==> config.mk <==
export PLATFORM = sky130hd
export DESIGN_NAME = iopmp_region_encoder
export DESIGN_NICKNAME = d
export VERILOG_FILES = /design/src/rtl/iommu.sv /design/src/rtl/riscv.sv /design/src/rtl/lzc.sv /design/src/rtl/iopmp_region_encoder.sv
export SDC_FILE = /design/constraint.sdc
export NUM_CORES = 1
export LEC_CHECK = 0
export ABC_AREA = 1
export BUFFER_PORTS_ARGS = -buffer_cell sky130_fd_sc_hd__buf_4
export CAP_MARGIN = 20
export CORE_MARGIN = 2
export CORE_UTILIZATION = 55
export CTS_CLUSTER_SIZE = 10
export DETAILED_ROUTE_END_ITERATION = 6
export PLACE_DENSITY = 0.73
export SLEW_MARGIN = 20
export SYNTH_ARGS = -nofsm -noshare
export SYNTH_HDL_FRONTEND = slang
export SYNTH_SLANG_ARGS = --single-unit
==> constraint.sdc <==
create_clock -name clk_i -period 7.9 [get_ports clk_i]
set_input_delay 1.185 -clock clk_i [delete_from_list [all_inputs] [get_ports clk_i]]
set_output_delay 1.185 -clock clk_i [all_outputs]
set_load 0.01 [all_outputs]
==> src/rtl/iommu.sv <==
// IOMMU/IOPMP shared types.
package iommu;

  typedef enum logic [2:0] {
    IDLE,
    CHECK,
    WR_PREV,
    WR_CUR,
    RESP
  } iopmp_enc_state_e;

endpackage

==> src/rtl/riscv.sv <==
// RISC-V privileged-spec types shared by the PMP/IOPMP logic.
package riscv;

  typedef enum logic [1:0] {
    OFF   = 2'd0,
    TOR   = 2'd1,
    NA4   = 2'd2,
    NAPOT = 2'd3
  } pmp_addr_mode_t;

endpackage

==> src/rtl/lzc.sv <==
// Leading/trailing zero counter: MODE=0 counts trailing zeros, MODE=1 leading zeros.
// empty_o flags an all-zero input (cnt_o is then 0).
module lzc #(
  parameter int unsigned WIDTH     = 2,
  parameter bit          MODE      = 1'b0,
  parameter int unsigned CNT_WIDTH = (WIDTH > 1) ? $clog2(WIDTH) : 1
) (
  input  logic [WIDTH-1:0]     in_i,
  output logic [CNT_WIDTH-1:0] cnt_o,
  output logic                 empty_o
);

  always_comb begin
    cnt_o   = '0;
    empty_o = ~|in_i;
    if (MODE) begin
      for (int i = 0; i < int'(WIDTH); i++) begin
        if (in_i[i]) cnt_o = CNT_WIDTH'(int'(WIDTH) - 1 - i);
      end
    end else begin
      for (int i = int'(WIDTH) - 1; i >= 0; i--) begin
        if (in_i[i]) cnt_o = CNT_WIDTH'(i);
      end
    end
  end

endmodule

==> src/rtl/iopmp_region_encoder.sv <==
// Encodes a byte region [base, top) into NA4/NAPOT/TOR pmpaddr writes for one IOPMP entry.
// One request in flight; write port and response both honour back-pressure.
module iopmp_region_encoder
  import riscv::*;
  import iommu::*;
#(
  parameter int unsigned PLEN           = 56,
  parameter int unsigned PMP_LEN        = 54,
  parameter int unsigned PMPGranularity = 2,
  parameter int unsigned NR_ENTRIES     = 16,
  parameter int unsigned IDX_W          = $clog2(NR_ENTRIES)
) (
  input  logic               clk_i,
  input  logic               rst_ni,
  input  logic               req_valid_i,
  output logic               req_ready_o,
  input  logic [PLEN-1:0]    req_base_i,
  input  logic [PLEN-1:0]    req_top_i,
  input  logic [IDX_W-1:0]   req_idx_i,
  output logic               wr_valid_o,
  input  logic               wr_ready_i,
  output logic [IDX_W-1:0]   wr_idx_o,
  output logic [PMP_LEN-1:0] wr_addr_o,
  output pmp_addr_mode_t     wr_mode_o,
  output logic               rsp_valid_o,
  input  logic               rsp_ready_i,
  output logic               rsp_err_o,
  output pmp_addr_mode_t     rsp_mode_o
);

  localparam int unsigned     CNT_W     = $clog2(PLEN);
  localparam logic [PLEN-1:0] GRAN      = PLEN'(1) << PMPGranularity;
  localparam logic [PLEN-1:0] GRAN_MASK = GRAN - PLEN'(1);

  iopmp_enc_state_e   state_q, state_d;
  logic [PLEN-1:0]    base_q, base_d, top_q, top_d;
  logic [IDX_W-1:0]   idx_q, idx_d, wr_idx_q, wr_idx_d;
  logic [PMP_LEN-1:0] wr_addr_q, wr_addr_d;
  pmp_addr_mode_t     wr_mode_q, wr_mode_d, rsp_mode_q, rsp_mode_d;
  logic               rsp_err_q, rsp_err_d;

  logic [PLEN-1:0]    len;
  logic [CNT_W-1:0]   len_tz;
  logic               len_zero, is_na4, is_napot, is_err;
  logic [PMP_LEN-1:0] base_pa, top_pa, napot_mask;

  assign len     = top_q - base_q;
  assign base_pa = PMP_LEN'(base_q >> 2);
  assign top_pa  = PMP_LEN'(top_q >> 2);

  // For a power-of-two length the trailing-zero count is log2(len).
  lzc #(.WIDTH(PLEN), .MODE(1'b0)) u_len_lzc (
    .in_i   (len),
    .cnt_o  (len_tz),
    .empty_o(len_zero)
  );

  assign napot_mask = (PMP_LEN'(1) << (len_tz - CNT_W'(3))) - PMP_LEN'(1);
  assign is_na4     = (len == PLEN'(4)) && (PMPGranularity <= 2);
  assign is_napot   = ((len & (len - PLEN'(1))) == '0) && (len >= PLEN'(8)) &&
                      (len >= GRAN) && ((base_q & (len - PLEN'(1))) == '0);

  // A TOR pair needs entry idx-1 for the lower bound, so idx 0 can only take NA4/NAPOT.
  assign is_err = len_zero || (top_q <= base_q) || (((base_q | top_q) & GRAN_MASK) != '0) ||
                  ((top_q >> (PMP_LEN + 2)) != '0) || (32'(idx_q) >= NR_ENTRIES) ||
                  (!is_na4 && !is_napot && (idx_q == '0));

  always_comb begin
    state_d     = state_q;
    base_d      = base_q;
    top_d       = top_q;
    idx_d       = idx_q;
    wr_idx_d    = wr_idx_q;
    wr_addr_d   = wr_addr_q;
    wr_mode_d   = wr_mode_q;
    rsp_err_d   = rsp_err_q;
    rsp_mode_d  = rsp_mode_q;
    req_ready_o = 1'b0;
    wr_valid_o  = 1'b0;
    rsp_valid_o = 1'b0;
    case (state_q)
      IDLE: begin
        req_ready_o = 1'b1;
        if (req_valid_i) begin
          base_d  = req_base_i;
          top_d   = req_top_i;
          idx_d   = req_idx_i;
          state_d = CHECK;
        end
      end
      CHECK: begin
        rsp_err_d = 1'b0;
        wr_idx_d  = idx_q;
        wr_addr_d = base_pa;
        if (is_err) begin
          rsp_err_d  = 1'b1;
          rsp_mode_d = OFF;
          state_d    = RESP;
        end else if (is_na4) begin
          wr_mode_d  = NA4;
          rsp_mode_d = NA4;
          state_d    = WR_CUR;
        end else if (is_napot) begin
          wr_addr_d  = base_pa | napot_mask;
          wr_mode_d  = NAPOT;
          rsp_mode_d = NAPOT;
          state_d    = WR_CUR;
        end else begin
          wr_idx_d   = idx_q - IDX_W'(1);
          wr_mode_d  = OFF;
          rsp_mode_d = TOR;
          state_d    = WR_PREV;
        end
      end
      WR_PREV: begin
        wr_valid_o = 1'b1;
        if (wr_ready_i) begin
          wr_idx_d  = idx_q;
          wr_addr_d = top_pa;
          wr_mode_d = TOR;
          state_d   = WR_CUR;
        end
      end
      WR_CUR: begin
        wr_valid_o = 1'b1;
        if (wr_ready_i) state_d = RESP;
      end
      RESP: begin
        rsp_valid_o = 1'b1;
        if (rsp_ready_i) state_d = IDLE;
      end
      default: state_d = IDLE;
    endcase
  end

  always_ff @(posedge clk_i or negedge rst_ni) begin
    if (!rst_ni) begin
      state_q    <= IDLE;
      base_q     <= '0;
      top_q      <= '0;
      idx_q      <= '0;
      wr_idx_q   <= '0;
      wr_addr_q  <= '0;
      wr_mode_q  <= OFF;
      rsp_err_q  <= 1'b0;
      rsp_mode_q <= OFF;
    end else begin
      state_q    <= state_d;
      base_q     <= base_d;
      top_q      <= top_d;
      idx_q      <= idx_d;
      wr_idx_q   <= wr_idx_d;
      wr_addr_q  <= wr_addr_d;
      wr_mode_q  <= wr_mode_d;
      rsp_err_q  <= rsp_err_d;
      rsp_mode_q <= rsp_mode_d;
    end
  end

  assign wr_idx_o   = wr_idx_q;
  assign wr_addr_o  = wr_addr_q;
  assign wr_mode_o  = wr_mode_q;
  assign rsp_err_o  = rsp_err_q;
  assign rsp_mode_o = rsp_mode_q;

endmodule

==> reports/metrics.csv <==
stage;metric;value;unit
drt;drcViolationCount;0;
sta;finalSetupViolCount;0;
grt;overflow;0;
sta;worst_pin_slew;1320;ps
synth;ys_types;55;
critical_path;r2r-start;base_q[6]$_DFFE_PN0P_;
min_path;hold_end;wr_addr_o[13]$_DFFE_PN0P_;
synth;yosysSeqAreaShare;26.4;%
cts;cts_tree;built;
cells_and_area;n_fill_cell;2632;
cts;cts-root-buf;clkbuf_16;
synth;yosys_warnings;0;
synth;synthCells;2695;
sta;period_minus_slack;7590;ps
grt;grt_pass1_wl;113;mm
grt;grt_max_degree;81;
sta;hold_violations;0;
placement;post-place-cells;3363;
critical_path;start_kind;flop;
drt;drtPass1Iterations;7;
cells_and_area;multi_input_area;11300;um^2
critical_path;reg2reg_to;wr_addr_o[33]$_DFFE_PN0P_;
cts;clk_latency;480;ps
cts;cts.sinks;182;
placement;dpl.hpwl;60.9;mm
drt;wl;75.4;mm
floorplanning;pin_count;187;
drt;vias;20604;
cts;cts_buffers;17;
floorplanning;core_area;30700;um^2
cts;htree_num_levels;4;
critical_path;reg2reg_slack;310;ps
critical_path;critical_path.max_fanout;8;
synth;synth_enable_flop_cells;0;
drt;ant_nets;0;
critical_path;endpoint_kind;flop;
cells_and_area;layout-drive-gt1-share;20.7;%
cells_and_area;nNetsFinal;3232;
synth;avgSynthCellArea;6.39;um^2
critical_path;worstPathRequired;8300;ps
sta;fin_crit_sh;96.0;%
flow_run;cap_violations;0;
drt;viasPerCell;6.06;
drt;drt_iter0_markers;2515;
critical_path;critical_path_class;flop to flop;
min_path;hp-class;flop to flop;
cells_and_area;stdcell_count;3401;
synth;synthArstFlopShare;100;%
min_path;worstHoldPathCells;2;
grt;antenna_found_initial;1;
critical_path;critPathSlowestCell;or4_1;
grt;grt_pass1_vias;19852;
drt;wire_per_inst;22.2;um
synth;syn-num-nets;2934;
critical_path;worst_setup_path_startpoint;base_q[6]$_DFFE_PN0P_;
grt;grt.total_usage;45.1;%
cells_and_area;syn_to_final_growth;21.7;%
cts;ctsLongestPathBuffers;2;
sta;finalMaxSlewViolations;0;
critical_path;reg2reg_depth;38;
critical_path;cp_common_cell;nand2_1;
sta;slew_headroom;11.9;%
cells_and_area;antenna_cells;0;
floorplanning;fp-row-count;64;
cts;cts.clk_slew.worst_paths;80;ps
critical_path;cp.arrival;7990;ps
floorplanning;die_x;181;um
sta;fmax;132;MHz
sta;fin_skew;16.3;ps
synth;synth_area;17200;um^2
synth;ys.flop_type;dfrtp_1;
min_path;hp-start;wr_addr_o[13]$_DFFE_PN0P_;
critical_path;cpPeakStageDelay;520;ps
synth;ys_ff_latch;182;
placement;finalWeightedCongestion;1.08;
floorplanning;die_height;181;um
floorplanning;die_area;32800;um^2
floorplanning;initial_core_util;56.0;%
placement;portBuffers;186;
cells_and_area;final-seq-area;4550;um^2
outcome;status;finished, final reports clean;
-- flip-flops by register name (all words and copies together) (netlist names) --
signal / cells
base_q: 56
top_q: 56
wr_addr_o: 54
idx_q: 4
wr_idx_o: 4
state_q: 3
rsp_mode_o: 2
wr_mode_o: 2
rsp_err_o: 1
-- cell type report --
class / count / share of cell area (%)
multi-input combinational: 2059 / 53.9
timing repair buffer: 338 / 12.3
clock inverter: 13 / 0.638
inverter: 395 / 7.07
sequential: 182 / 21.7
tap: 396 / 2.36
clock buffer: 18 / 2.05
-- synthesized netlist by cell type, types with 19 or more instances --
master,n,area share [%]
nand2_1,687,15
nor2_1,449,9.8
inv_1,374,8.1
dfrtp_1,182,26
a21oi_1,145,4.2
nand3_1,138,4.0
ha_1,117,8.5
nand4_1,71,2.6
o21ai_0,60,1.7
mux2_2,56,3.7
nor3_1,46,1.3
clkbuf_1,43,0.94
nor4_1,31,1.1
xor2_1,29,1.5
or2_2,25,0.91
o21ai_1,24,0.70
xnor2_1,22,1.1
nand2_2,20,0.73
nor2_2,20,0.73
o21bai_1,19,0.83
-- cell families after synthesis --
group           share of synthesized area (%)
compound gates                           9.84
mux                                      3.66
simple gates                             38.6
xor+xnor                                 2.69
fa+ha+maj                                8.61
buf+inv                                  10.1
flops                                    26.4
-- worst max-delay path, delay by kind of cell, from the launching register on --
| kind | cells | cell delay, ps |
|---|---|---|
| AND/OR/NAND/NOR | 24 | 4310 |
| AO/OA/AOI/OAI | 6 | 1270 |
| buffers and inverters | 5 | 670 |
| adder cells (fa/ha/maj) | 2 | 620 |
| flip-flops | 1 | 380 |
| XOR/XNOR | 1 | 260 |
-- stage by stage --
stage / worst slack, ps / utilization (%) / cell area [um^2] / setup TNS (ps) / hold WS (ps)
floorplan: 1730 / - / 17200 / 0 / 496
global placement: 383 / 65.1 / 20000 / 0 / 466
detailed placement: 322 / 65.1 / 20000 / 0 / 468
CTS: 271 / 66.9 / 20600 / 0 / 488
global route: -103 / 68.2 / 21000 / -600 / 508
finish: 315 / 68.2 / 21000 / 0 / 486
-- worst max path at each step --
stage	end	cells past startpoint	slack (ps)
2_1_floorplan	wr_addr_o[7]$_DFFE_PN0P_	44	1730
5_1_grt	wr_addr_o[48]$_DFFE_PN0P_	81	-100
4_1_cts	wr_addr_o[38]$_DFFE_PN0P_	78	270
6_report	wr_addr_o[33]$_DFFE_PN0P_	38	310
3_5_place_dp	wr_addr_o[38]$_DFFE_PN0P_	78	320
3_3_place_gp	wr_addr_o[38]$_DFFE_PN0P_	79	380
-- per-layer routing --
| layer | part of all wire (%) | track usage (%) | vias to the layer above |
|---|---|---|---|
| met2 | 44 | 71.8 | 1505 |
| met1 | 37 | 55.4 | 9452 |
| met4 | 7.2 | 25.5 | 2 |
| li1 | - | - | 9284 |
| met5 | 0.012 | 0 | - |
| met3 | 12 | 12.4 | 361 |
-- placed cells by master, fill, tap and decap left out, types with 5 or more instances in the layout --
| master | instances |
|---|---|
| ha_1 | 109 |
| nand3_1 | 131 |
| o21ai_1 | 25 |
| clkbuf_16 | 17 |
| o21bai_1 | 18 |
| nand2_1 | 663 |
| or4_1 | 9 |
| nor3_1 | 43 |
| nor2_4 | 6 |
| nor2_2 | 31 |
| ha_4 | 5 |
| nand2_4 | 7 |
| a21oi_1 | 134 |
| inv_1 | 365 |
| buf_4 | 332 |
| or2_2 | 25 |
| o211ai_1 | 11 |
| nand2_2 | 40 |
| a31oi_1 | 9 |
| nand3_4 | 5 |
| mux2_2 | 56 |
| nor3_2 | 7 |
| o21ai_0 | 59 |
| xnor2_1 | 20 |
| nor4_1 | 31 |
| xor2_1 | 29 |
| dfrtp_1 | 182 |
| nand4_1 | 71 |
| nor2_1 | 435 |
| a21oi_2 | 13 |
| nand3b_1 | 9 |
| a31o_2 | 7 |
| nand3_2 | 11 |
| inv_2 | 26 |
-- what timing repair did --
| item | in CTS | in global routing |
|---|---|---|
| endpoints found under the setup margin | 0 | 60 |
| hold buffers | 0 | 0 |
| resized for setup | 0 | 94 |
| setup buffers | 0 | 7 |
Power is left out: the tool's default activity adds up to more than one toggle a clock period on the data nets, which glitch-free logic cannot reach.
